--- src/rtl/press_count_ctrl.sv ---
// press_count_ctrl: turns a single push-button level into RUN/HOLD toggles and
// long-press clears, and sequences a wrapping count register.
// Optional input filter: define PRESS_DEBOUNCE_EN to debounce press over
// DEB_CYCLES edges before it reaches the edge and long-press logic.
module press_count_ctrl #(
  parameter int WIDTH       = 4,
  parameter int MAX_COUNT   = 15,
  parameter int LONG_CYCLES = 8,
  parameter int DEB_CYCLES  = 3
) (
  input  logic             clk,
  input  logic             rst,
  input  logic             press,
  output logic [WIDTH-1:0] count,
  output logic             running,
  output logic             holding,
  output logic             wrap
);

  // Elaboration-time parameter legality checks.
  if (MAX_COUNT > (2 ** WIDTH) - 1) begin : g_bad_max_count
    $error("press_count_ctrl: MAX_COUNT does not fit in WIDTH bits");
  end
  if (LONG_CYCLES < 2) begin : g_bad_long_cycles
    $error("press_count_ctrl: LONG_CYCLES must be at least 2");
  end
  if (DEB_CYCLES < 1) begin : g_bad_deb_cycles
    $error("press_count_ctrl: DEB_CYCLES must be at least 1");
  end

  localparam int LW = $clog2(LONG_CYCLES + 1);
  localparam logic [LW-1:0]    LONG_SAT  = LW'(LONG_CYCLES);
  localparam logic [LW-1:0]    LONG_CLR  = LW'(LONG_CYCLES - 1);
  localparam logic [LW-1:0]    LONG_ONE  = LW'(1);
  localparam logic [WIDTH-1:0] COUNT_MAX = WIDTH'(MAX_COUNT);
  localparam logic [WIDTH-1:0] COUNT_ONE = WIDTH'(1);

  typedef enum logic [1:0] {
    ST_IDLE = 2'd0,
    ST_RUN  = 2'd1,
    ST_HOLD = 2'd2
  } state_t;

  logic p_s;
  logic rise_s;
  logic clear_s;

  logic             press_q,   press_d;
  logic [LW-1:0]    long_q,    long_d;
  state_t           state_q,   state_d;
  logic [WIDTH-1:0] count_q,   count_d;
  logic             wrap_q,    wrap_d;
  logic             running_q, running_d;
  logic             holding_q, holding_d;

`ifdef PRESS_DEBOUNCE_EN
  localparam int DW = $clog2(DEB_CYCLES + 1);
  localparam logic [DW-1:0] DEB_LAST = DW'(DEB_CYCLES - 1);
  localparam logic [DW-1:0] DEB_ONE  = DW'(1);

  logic          filt_q, filt_d;
  logic [DW-1:0] deb_q,  deb_d;

  // Debounce: adopt press only after it has disagreed with p for DEB_CYCLES edges.
  always_comb begin
    filt_d = filt_q;
    deb_d  = {DW{1'b0}};
    if (press != filt_q) begin
      if (deb_q == DEB_LAST) begin
        filt_d = press;
        deb_d  = {DW{1'b0}};
      end else begin
        filt_d = filt_q;
        deb_d  = deb_q + DEB_ONE;
      end
    end else begin
      filt_d = filt_q;
      deb_d  = {DW{1'b0}};
    end
  end

  // Debounce filter state; idles high so a held button is not seen as a new press.
  always_ff @(posedge clk) begin
    if (!rst) begin
      filt_q <= 1'b1;
      deb_q  <= {DW{1'b0}};
    end else begin
      filt_q <= filt_d;
      deb_q  <= deb_d;
    end
  end

  assign p_s = filt_q;
`else
  assign p_s = press;
`endif

  assign rise_s  = p_s & ~press_q;
  assign clear_s = p_s & (long_q == LONG_CLR);

  // Next-state: clear beats toggle, toggle beats counting; outputs follow next state.
  always_comb begin
    press_d = p_s;
    long_d  = long_q;
    state_d = state_q;
    count_d = count_q;
    wrap_d  = 1'b0;

    if (p_s) begin
      if (long_q == LONG_SAT) begin
        long_d = long_q;
      end else begin
        long_d = long_q + LONG_ONE;
      end
    end else begin
      long_d = {LW{1'b0}};
    end

    if (clear_s) begin
      state_d = ST_IDLE;
      count_d = {WIDTH{1'b0}};
    end else if (rise_s) begin
      case (state_q)
        ST_IDLE: state_d = ST_RUN;
        ST_RUN:  state_d = ST_HOLD;
        ST_HOLD: state_d = ST_RUN;
        default: state_d = ST_IDLE;
      endcase
    end else if (state_q == ST_RUN) begin
      if (count_q == COUNT_MAX) begin
        count_d = {WIDTH{1'b0}};
        wrap_d  = 1'b1;
      end else begin
        count_d = count_q + COUNT_ONE;
      end
    end else begin
      count_d = count_q;
    end

    running_d = (state_d == ST_RUN);
    holding_d = (state_d == ST_HOLD);
  end

  // State, count and registered status outputs; reset wins over everything.
  always_ff @(posedge clk) begin
    if (!rst) begin
      press_q   <= 1'b1;
      long_q    <= {LW{1'b0}};
      state_q   <= ST_IDLE;
      count_q   <= {WIDTH{1'b0}};
      wrap_q    <= 1'b0;
      running_q <= 1'b0;
      holding_q <= 1'b0;
    end else begin
      press_q   <= press_d;
      long_q    <= long_d;
      state_q   <= state_d;
      count_q   <= count_d;
      wrap_q    <= wrap_d;
      running_q <= running_d;
      holding_q <= holding_d;
    end
  end

  assign count   = count_q;
  assign running = running_q;
  assign holding = holding_q;
  assign wrap    = wrap_q;

endmodule
--- config.mk ---
export PLATFORM = sky130hd
export DESIGN_NAME = press_count_ctrl
export DESIGN_NICKNAME = d
export VERILOG_FILES = /design/src/rtl/press_count_ctrl.sv
export SDC_FILE = /design/constraint.sdc
export NUM_CORES = 1
export LEC_CHECK = 0
export BUFFER_PORTS_ARGS = -buffer_cell sky130_fd_sc_hd__buf_2
export CORE_AREA = 10 10 57 59
export CTS_CLUSTER_SIZE = 8
export DETAILED_ROUTE_END_ITERATION = 12
export DIE_AREA = 0 0 67 69
export PLACE_DENSITY = 0.45
export RECOVER_POWER = 25
export SLEW_MARGIN = 20
export SYNTH_ARGS = -nofsm -noshare
export SYNTH_HDL_FRONTEND = slang
export SYNTH_SLANG_ARGS = --single-unit
--- constraint.sdc ---
create_clock -name clk -period 3.4 [get_ports clk]
set_input_delay 0.17 -clock clk [delete_from_list [all_inputs] [get_ports clk]]
set_output_delay 0.17 -clock clk [all_outputs]
set_load 0.005 [all_outputs]
# Yosys cells after proc, flatten, opt, wreduce, memory -nomap -nowiden
# Cells that the tools add are included.
dict set report word_totals {
  in_bits 3
  output_inout_bits 7
  ff_bits 14
  word_cells 33
}
dict set report classes {
  n_addsub 2
  n_reduce_logical 6
  bitwise 6
  eq_ne 7
  muxes 5
}
# cell n
set op_table {}
lappend op_table {{$add 4x1->4 const B} 2}
lappend op_table {{$eq 4x4->1 const B} 2}
lappend op_table {{$eq 2x1->1 const B} 2}
lappend op_table {{$eq 2x2->1 const B} 2}
lappend op_table {{$eq 4x3->1 const B} 1}
lappend op_table {{$mux 2} 2}
lappend op_table {{$mux 4} 1}
lappend op_table {{$not 1->1} 4}
lappend op_table {{$pmux 2 s2} 1}
lappend op_table {{$reduce_and 2->1} 2}
lappend op_table {{$reduce_or 2->1} 2}
lappend op_table {{$reduce_or 4->1} 1}
lappend op_table {{$and 1x1->1} 2}
lappend op_table {{$logic_not 2->1} 1}
lappend op_table {{$mux 1} 1}

# Logic depth before layout (Yosys ltp)
dict set report depth {
  word_depth 6
  depth_mapped 5
  depth_no_buf 5
}

# Least setup slack after synthesis
# No wires, ideal clock.
dict set report synth_path {
  path_type {register -> register}
  startpoint {reg count_q[0] (netlist: count[0])}
  endpoint {reg count_q[2] (netlist: count[2])}
  t_arrival_ns 1.230
  setup_time_ns 0.071
  path_slack_ns 2.099
  path_buffers 0
  path_stages_with_launch 5
  period_less_slack_ns 1.301
  t_required_ns 3.329
  cell_sequence {dfxtp_1 ha_1 clkinv_1 or4_1 a21oi_1}
}
dict set report synth_between {
  elab_chain_cells 2
  word_cells_on_any_way 3
  classes_between {add/sub: 1; eq/ne: 1; mux: 1}
}
# item line
set synth_lines {}
lappend synth_lines {{start: declaration} 51} ;# logic [WIDTH-1:0] count_q, count_d;
lappend synth_lines {{start signal: assignment} 150} ;# count_q <= {WIDTH{1'b0}};
lappend synth_lines {{start signal: assignment} 158} ;# count_q <= count_d;
lappend synth_lines {{$add 4x1->4 / $eq 4x4->1 (equally long branches)} {134, 130}}
lappend synth_lines {{$mux 4 (*)} 130} ;# if (count_q == COUNT_MAX) begin
# Every way passes the cells marked *; elsewhere a longest branch is shown, timed or not.
# A chain may end at the register's enable or synchronous reset.

# Worst setup path in the final report
# Ends and elaborated chain as after synthesis.

==> results.tsv <==
metric	value	unit
final worst path period share	40.45	%
number of vias after detailed routing	496	
cell with the biggest individual delay on the critical path	or4_1	
share of synthesized cell area in and, or, nand and nor gates	29.04	%
count of antenna diodes in the layout	0	
cell-internal power	0.2409	mW
drt drc	0	
total of fill cells in the finished design	237	
Worst EP arrival	1.59	ns
Max VDD drop	0.2740	mV
final setup violation count	0	
time the final worst path needs with I/O delays and setup	1.375	ns
category of the critical setup timing path	register to register	
first-pass GRT wire length	2.104	mm
largest net degree at the start of global routing	10	
hold violation total from the final report	0	
via-per-instance ratio	4.636	
outcome	completed	
Pleak	0.2779	nW
fin area	719.4	um^2
synthesis-stage register bit count	14	
residual antenna-violating net count after detailed routing	0	
type of origin of the critical path	register	
Routability Congestion	0.7029	
layout cells sized above 1	13.92	%
TritonRoute pass-1 iters	4	
dominant combinational cell family by area after synthesis	simple AND/OR/NAND/NOR gates	
Multi-input gate area	315.3	um^2
post-detailed-placement half-perimeter wirelength	900.8	um
die extent in x	67	um
antenna violations before repair	0	
syn_nets	73	
Bufs on Longest Clock Path	2	
number of global-route vias before repair	463	
cell at the root of the clock tree	clkbuf_4	
reg-to-reg critical path startpoint	count[0]	
synthesized-area fraction occupied by ao, oa, aoi and oai cells	11.86	%
Ports	10	
Net count, final	86	
clock network power share	38.5	%
sequential power share	55.3	%
pwr/cell area	430.8	mW/mm^2
Synth Area in XOR/XNOR	2.863	%
CTS Hold Bufs	0	
layout overhead on the synthesized area	17.59	%
Synth warnings	0	
cell area after synthesis	611.8	um^2
final worst clock skew	0.003704	ns
cell-by-cell listing of the critical path	ha_1 -> clkinv_1 -> or4_1 -> a21oi_1	
level count of the clock H-tree	1	
Switching Power	0.06903	mW
All-Layer GR Usage	5.919	%
Distinct cells, synth	26	
maximum capacitance violations	0	
net switching fraction of the power	22.27	%
site row count	17	
relative slew slack	78.72	%
Detailed Route WL	1.209	mm
Top FF cell, synth	dfxtp_1	
Setup TNS	0	ns
Synth Area in Adders	6.135	%
buffers plus inverters on the worst setup path	1	
overflow left after global routing	0	
maximum cell stage delay along the critical path	0.49	ns
Clk pin slew, worst setup/hold paths	0.09	ns
worst hold-check path type	primary input to register	
share of async-settable or async-resettable flops after synthesis	0	%
mux cell area share after synthesis	1.636	%
combined flip-flop and latch cell area	280.3	um^2
# Post-CTS Setup Buffers	0	
die span in y	69	um
Worst Path Required	3.61	ns
Syn Area/Cell	9.132	um^2
die area	0.004623	mm^2
clock tree from TritonCTS	yes	
kind of cell with the highest combined delay on the critical path	simple AND/OR/NAND/NOR gates	
average wire per standard cell	11.30	um
combinational power share	6.2	%
Least-Margin Pin Slew	0.3184	ns
part of the Yosys area used for sequential elements	45.81	%
total of cells resized after clock tree synthesis	0	
Worst-Skew Late Latency	0.28	ns
Worst setup EP type	register	
Fmax achieved	727.1	MHz
detailed router's first-iteration violation count	25	
Post-Syn Instances	67	
clock buffers created by TritonCTS	3	
count of clock tree sinks	14	
critical path startpoint	count[0]	
Worst Path Max Fanout	5	
number of enable flip-flop cells after synthesis	0	
Starting Density	28.48	%
Hold Crit Start	rst	
count of buffers from port buffering	9	
number of slew-limit violations in the final report	0	
unrepaired setup endpoints after global routing	false	
Post-Place Cell Area	686.9	um^2
core footprint	0.002148	mm^2
-- flip-flops by register name, indices dropped and copies added (netlist names) --
register	count
count	4
running	1
state_q	2
holding	1
press_q	1
wrap	1
long_q	4
-- logic make-up (layout without fill, tap and decap cells) --
kind of cell,count (synthesis),after routing
simple gates,30,30
flops,14,14
compound gates,13,13
buf+inv,4,16
fa+ha+maj,3,3
xor+xnor,2,2
mux,1,1
-- cells in the mapped netlist, types with 2 or more instances --
cell	number	share of area [%]
nand2b_1	5	5.1
ha_1	3	6.1
inv_1	2	1.2
nor2_1	3	1.8
nand4b_1	2	2.9
nand3_1	3	2.5
nand2_1	7	4.3
a21oi_1	8	6.5
o21ai_0	2	1.6
dfxtp_1	14	46
nand3b_1	3	3.7
-- routing by layer --
metal	global-route usage [%]	wire, um	part of all wire, %	up-vias
met5	0	0	0	-
met4	2.715	16	1.3	0
met3	4.187	115	9.5	2
met2	8.159	533	44	11
met1	6.673	543	45	222
li1	-	-	-	261
-- worst register-to-register path, delay by kind of cell, from the launching register on --
kind                     cells  cell delay, ns
adder cells (fa/ha/maj)      1            0.21
flip-flops                   1            0.39
buffers and inverters        1            0.08
AO/OA/AOI/OAI                1            0.14
AND/OR/NAND/NOR              1            0.49
-- power by group through the flow --
stage | sequential, mW | clock (mW) | combinational, mW
after CTS | 0.171 | 0.129 | 0.0199
after global routing | 0.172 | 0.134 | 0.0227
final | 0.171 | 0.119 | 0.0191
after detailed placement | 0.175 | 0 | 0.0198
after floorplan | 0.175 | 0 | 0.0132
after global placement | 0.175 | 0 | 0.0198
-- cells in the final DEF, fill, tap and decap left out, types with 2 or more instances in the layout --
master / Yosys / final
clkbuf_1: 0 / 3
o21ai_0: 2 / 2
dfxtp_1: 14 / 14
nand2b_1: 5 / 5
nand4b_1: 2 / 2
buf_2: 1 / 6
clkbuf_4: 0 / 3
ha_1: 3 / 3
nand2_1: 7 / 7
nand3b_1: 3 / 3
nor2_1: 3 / 3
nand3_1: 3 / 3
inv_1: 2 / 2
a21oi_1: 8 / 8
-- cell type report --
type	count	share of cell area [%]
multi-input combinational	49	43.83
sequential	14	38.96
timing repair buffer	9	5.739
clock buffer	4	5.043
tap	28	4.870
inverter	3	1.565
-- final timing paths --
path                              endpoint  slack (ns)  cells past startpoint
worst max-delay path              count[2]        2.02                      4
worst min-delay path               press_q        0.09                      2
worst max register to register    count[2]        2.02                      4
worst min register to register  state_q[1]        0.48                      2
-- through the flow --
stage | utilization (%) | std cells | worst slack [ns] | hold WS [ns] | total power [mW]
floorplan | - | 67 | 2.099 | 0.2430 | 0.1880
global placement | 31.97 | 103 | 2.088 | 0.3788 | 0.1950
detailed placement | 31.97 | 103 | 2.042 | 0.3800 | 0.1952
CTS | 33.66 | 107 | 2.018 | 0.07045 | 0.3200
global route | 33.49 | 107 | 1.927 | 0.07831 | 0.3290
finish | 33.49 | 107 | 2.025 | 0.08965 | 0.3099
(Power assumes the default switching activity.)
